`src/rtl/array_binop_stream.sv`:
```
// Streams element-wise add/sub/max/min over two read-only memories into a third.
// Ports: clk, rst_n, tstart, op -> v0/v1 read ports, v2 write port, busy, done.
module array_binop_stream #(
    parameter int DATA_W = 32,
    parameter int ADDR_W = 7,
    parameter int LEN    = 128,
    parameter int RD_LAT = 1,
    parameter int SAT    = 0
) (
    input  logic              clk,
    input  logic              rst_n,
    input  logic              tstart,
    input  logic [1:0]        op,
    output logic [ADDR_W-1:0] v0_addr,
    output logic              v0_rd_en,
    input  logic [DATA_W-1:0] v0_rd_data,
    output logic [ADDR_W-1:0] v1_addr,
    output logic              v1_rd_en,
    input  logic [DATA_W-1:0] v1_rd_data,
    output logic [ADDR_W-1:0] v2_addr,
    output logic              v2_wr_en,
    output logic [DATA_W-1:0] v2_wr_data,
    output logic              busy,
    output logic              done
);

    localparam int CW = $clog2(LEN + 1);

    typedef enum logic [1:0] {
        IDLE,
        ISSUE,
        DRAIN,
        FINISH
    } state_t;

    state_t state, state_nx;

    logic [CW-1:0]     cnt;
    logic [1:0]        op_q;
    logic              start;
    logic              issue;
    logic              last_issue;
    logic              wr_last;
    logic [RD_LAT-1:0] tag_vld;
    logic [RD_LAT-1:0] tag_last;
    logic [ADDR_W-1:0] tag_idx [RD_LAT];
    logic [DATA_W:0]   sum;
    logic [DATA_W:0]   diff;
    logic [DATA_W-1:0] res;

    // FINISH behaves as IDLE for acceptance, so back-to-back runs have no bubble.
    assign start      = tstart && (state == IDLE || state == FINISH);
    assign issue      = (state == ISSUE);
    assign last_issue = issue && (cnt == CW'(LEN - 1));

    assign busy     = (state == ISSUE) || (state == DRAIN);
    assign done     = (state == FINISH);
    assign v0_rd_en = issue;
    assign v1_rd_en = issue;
    // The counter stops on the last index, so addresses hold after ISSUE.
    assign v0_addr  = ADDR_W'(cnt);
    assign v1_addr  = ADDR_W'(cnt);

    always_ff @(posedge clk or negedge rst_n) begin
        if (!rst_n) begin
            state <= IDLE;
        end else begin
            state <= state_nx;
        end
    end

    always_comb begin
        state_nx = state;
        unique case (state)
            IDLE:    if (start) state_nx = ISSUE;
            ISSUE:   if (last_issue) state_nx = DRAIN;
            DRAIN:   if (v2_wr_en && wr_last) state_nx = FINISH;
            FINISH:  state_nx = start ? ISSUE : IDLE;
            default: state_nx = IDLE;
        endcase
    end

    always_ff @(posedge clk or negedge rst_n) begin
        if (!rst_n) begin
            cnt  <= '0;
            op_q <= '0;
        end else if (start) begin
            cnt  <= '0;
            op_q <= op;
        end else if (issue && !last_issue) begin
            cnt  <= cnt + CW'(1);
        end
    end

    // Each issued read travels with its index; the tap at RD_LAT-1 marks
    // the cycle in which the memory data for that index is valid.
    always_ff @(posedge clk or negedge rst_n) begin
        if (!rst_n) begin
            tag_vld  <= '0;
            tag_last <= '0;
            for (int k = 0; k < RD_LAT; k++) begin
                tag_idx[k] <= '0;
            end
        end else begin
            tag_vld[0]  <= issue;
            tag_last[0] <= last_issue;
            tag_idx[0]  <= v0_addr;
            for (int k = 1; k < RD_LAT; k++) begin
                tag_vld[k]  <= tag_vld[k-1];
                tag_last[k] <= tag_last[k-1];
                tag_idx[k]  <= tag_idx[k-1];
            end
        end
    end

    always_comb begin
        sum  = {1'b0, v0_rd_data} + {1'b0, v1_rd_data};
        diff = {1'b0, v0_rd_data} - {1'b0, v1_rd_data};
        res  = '0;
        unique case (op_q)
            2'd0: res = (SAT != 0 && sum[DATA_W]) ? '1 : sum[DATA_W-1:0];
            2'd1: res = (SAT != 0 && diff[DATA_W]) ? '0 : diff[DATA_W-1:0];
            2'd2: res = (v0_rd_data >= v1_rd_data) ? v0_rd_data : v1_rd_data;
            2'd3: res = (v0_rd_data <= v1_rd_data) ? v0_rd_data : v1_rd_data;
            default: res = '0;
        endcase
    end

    always_ff @(posedge clk or negedge rst_n) begin
        if (!rst_n) begin
            v2_wr_en   <= 1'b0;
            v2_addr    <= '0;
            v2_wr_data <= '0;
            wr_last    <= 1'b0;
        end else if (tag_vld[RD_LAT-1]) begin
            v2_wr_en   <= 1'b1;
            v2_addr    <= tag_idx[RD_LAT-1];
            v2_wr_data <= res;
            wr_last    <= tag_last[RD_LAT-1];
        end else begin
            v2_wr_en   <= 1'b0;
            wr_last    <= 1'b0;
        end
    end

endmodule

```
`config.mk`:
```
export PLATFORM = sky130hd
export DESIGN_NAME = array_binop_stream
export DESIGN_NICKNAME = d
export VERILOG_FILES = /design/src/rtl/array_binop_stream.sv
export SDC_FILE = /design/constraint.sdc
export NUM_CORES = 1
export LEC_CHECK = 0
export CAP_MARGIN = 10
export CORE_UTILIZATION = 51
export CTS_CLUSTER_DIAMETER = 30
export CTS_CLUSTER_SIZE = 12
export DETAILED_ROUTE_END_ITERATION = 6
export GPL_ROUTABILITY_DRIVEN = 0
export GPL_TIMING_DRIVEN = 0
export PLACE_DENSITY_LB_ADDON = 0.05
export SYNTH_ARGS = -nofsm -noshare
export SYNTH_HDL_FRONTEND = slang
export SYNTH_SLANG_ARGS = --single-unit
```
`constraint.sdc`:
```
create_clock -name clk -period 2.55 [get_ports clk]
set_input_delay 0.51 -clock clk [delete_from_list [all_inputs] [get_ports clk]]
set_output_delay 0.51 -clock clk [all_outputs]
set_load 0.01 [all_outputs]
```
==> metrics.yaml <==
power:
  swShare_pct: 43.0
  ir_drop_mv: 0.691
  internal-power_mw: 4.70
  switchingPower_mw: 3.54
  power.density_nw_per_um2: 852
  p_comb_share_pct: 66.1
  seqPwrFrac_pct: 19.4
  power.leakage_nw: 4.30
  p_clk_share_pct: 14.5
cts:
  cts_tree: "yes"
  cts_buffer_depth: 2
  clkLatencyLatePin_ns: 0.35
  cts_root_buf: "clkbuf_16"
  h-tree-depth: 3
  cts.sinks: 62
  cts_buffers: 9
  clk_transition_reported_paths_ns: 0.06
synth:
  synth_most_common_cell: "a21oi_1"
  ys_seq_area_share_pct: 23.2
  synth_top_area_cell: "dfrtp_1"
  yosysTopAreaCellShare_pct: 23.2
  netlist_top_cells_count: "a21oi_1, nor2_1, inv_1"
  async_flop_share_pct: 100
  netlist_area_um2: 6690
  avgSynthCellArea_um2: 7.88
  synth_edf_count: 0
  ys_types: 72
  synthTopCellsByArea: "dfrtp_1, ha_1, a21oi_1, mux2i_1, nor2_1"
  synth-seq-cells: 62
  yosysWarnings: 0
  syn_nets: 988
  synth_top_flop_cell: "dfrtp_1"
  syn_inst: 849
grt:
  grt_first_pass_wirelength_um: 34600
  first_global_vias: 6781
  grt_max_degree: 63
  grt_overflow_total: 0
  antenna_found_initial: 0
  gr-usage-all-layers_pct: 33.6
sta:
  max_freq_ghz: 0.282
  rsz0062_at_grt: "true"
  setup-tns-final_ns: -26.85
  clock_skew_ns: 0.00476
  period_share_pct: 139
  slew_viol_final: 0
  finalHoldViolations: 0
  finalWorstSetupSlack_ns: -0.992
  relSlewSlack_pct: 42.5
  worst_pin_slew_ns: 0.863
  setup_violations: 32
  fin_crit_ns: 3.54
placement:
  pre_cts_ws_ns: -2.05
  numPortBuffers: 126
  place_hpwl_um: 15600
routing:
  wire_per_inst_um: 19.6
  routed_wl_um: 23500
  vias: 7429
  drtIter0Drc: 749
  antenna_left: 0
  drc_errors: 0
  viasPerCell: 6.21
  drt_first_pass_iters: 6
final_layout:
  nFillCells: 948
  n_antenna_cell: 0
  drive_gt1_share_pct: 20.8
  nNetsFinal: 1158
  syn_to_final_growth_pct: 44.5
critical_path:
  cp_top_family: "compound AO/OA/AOI/OAI gates"
  worst-path-buf-inv: 3
  cp.required_ns: 2.76
  path_cells: "clkdlybuf4s50_1 -> inv_1 -> ha_4 -> a21oi_4 -> o21a_1 -> nor2_1 -> a2111o_1 -> a21oi_4 -> mux2i_4 -> buf_6 -> mux2_4 -> a222oi_1 -> a21oi_1"
  crit_slowest_cell: "clkdlybuf4s50_1"
  rr_worst_depth: 11
  cp-start-kind: "primary input"
  timing.rr.start: "op_q[0]"
  worstSetupPathType: "primary input to flop"
  cp_max_fo: 6
  arrival_ns: 3.75
  crit_path_max_incr_delay_ns: 0.53
  crit_top_cell: "a21oi_4"
  r2r_slack_ns: -0.10
  r2r-end: "v2_wr_data[31]"
  cp-end-kind: "flop"
hold_path:
  hold_class: "primary input to async pin"
floorplan:
  dieHeight_um: 117
  die_area_um2: 13600
  die_w_um: 117
  core_um2: 12700
  ios: 127
  num_rows: 41
  start_util_pct: 52.6
run_status:
  outcome: "complete, but fails checks"
  violations: "negative setup slack"
run:
  max_cap_violations: 0
[worst max-delay path by stage]
| stage | endpoint | depth (start not counted) | slack, ns | startpoint |
|---|---|---|---|---|
| floorplan | v2_wr_data[18] | 15 | -0.91 | v0_rd_data[0] |
| global placement | v2_wr_data[25] | 14 | -2.07 | v0_rd_data[0] |
| detailed placement | v2_wr_data[25] | 14 | -2.05 | v0_rd_data[0] |
| CTS | v2_wr_data[25] | 15 | -0.97 | v0_rd_data[0] |
| global route | v2_wr_data[31] | 16 | -1.01 | v1_rd_data[11] |
| finish | v2_wr_data[25] | 13 | -0.99 | v1_rd_data[11] |
[kinds of logic after synthesis]
group           after synthesis  share of synthesized area, %
compound gates              267                          25.7
fa+ha+maj                    70                          13.3
simple gates                216                          15.1
xor+xnor                     37                          4.85
mux                          55                          8.68
buf+inv                     142                          9.11
flops                        62                          23.2
[flip-flops by register name, indices dropped and copies added (netlist names)]
register and flops:
cnt 8, op_q 2, state 2, tag_idx 7, tag_last 1, tag_vld 1
v2_addr 7, v2_wr_data 32, v2_wr_en 1, wr_last 1
[through the flow]
step                std cells  utilization, %  hold WS [ns]  power, mW  area, um^2
finish                   1196            76.0         0.274       8.23        9670
global route             1196            76.0         0.336       8.68        9670
CTS                      1175            71.4         0.298       7.65        9080
detailed placement       1147            65.1         0.398       6.06        8280
global placement         1147            65.1         0.388       6.03        8280
floorplan                 849               -         0.214       4.33        6800
[layer usage]
metal	vias up	part of all wire [%]	track usage [%]	routed length [um]
met5	-	0	0	0
met4	0	5.2	17.3	1220
met3	108	10	6.90	2350
met2	487	44	52.3	10300
met1	3474	41	44.1	9580
li1	3360	-	-	-
[final cells by class]
class | instances | area (um^2) | share of cell area, %
Buffer | 51 | 357 | 3.69
Clock buffer | 9 | 225 | 2.33
Clock inverter | 7 | 56.3 | 0.582
Inverter | 77 | 304 | 3.15
Multi-Input combinational cell | 645 | 5190 | 53.7
Sequential cell | 62 | 1550 | 16.0
Tap cell | 172 | 215 | 2.23
Timing Repair Buffer | 173 | 1770 | 18.3
[power groups by stage]
| stage | clock network (mW) | logic (mW) | registers, mW |
|---|---|---|---|
| CTS | 1.22 | 4.84 | 1.60 |
| floorplan | 0 | 2.63 | 1.70 |
| global placement | 0 | 4.43 | 1.60 |
| detailed placement | 0 | 4.45 | 1.61 |
| finish | 1.19 | 5.44 | 1.60 |
| global route | 1.25 | 5.78 | 1.65 |
[cell usage in the layout, fill, tap and decap left out, types with 6 or more instances in the layout]
master,count
a211oi_1,6
a21o_1,9
a21oi_1,80
a21oi_2,11
a21oi_4,6
and2_1,6
buf_12,6
buf_4,48
buf_6,17
clkbuf_1,19
clkbuf_16,11
clkdlybuf4s50_1,103
dfrtp_1,62
dlymetal6s2s_1,12
ha_1,48
ha_4,19
inv_1,68
inv_2,6
mux2_2,8
mux2_4,13
mux2i_1,32
nand2_1,46
nand3_1,8
nand4_1,13
nor2_1,81
nor2b_1,10
nor3_1,9
o211ai_1,9
o21a_1,6
o21ai_0,28
o21ai_1,11
o21ai_2,6
o21bai_1,12
o22ai_1,11
o31ai_1,9
xnor2_1,26
xor2_1,11
[what timing repair did]
| action | CTS | global route |
|---|---|---|
| endpoints found under the setup margin | 32 | 32 |
| pin swaps | 30 | 34 |
| gates resized for setup | 107 | 98 |
| gates cloned | 1 | 2 |
| buffers inserted | 23 | 22 |
| hold buffers | 0 | 0 |
No activity file was read; power rests on OpenSTA's default activity.
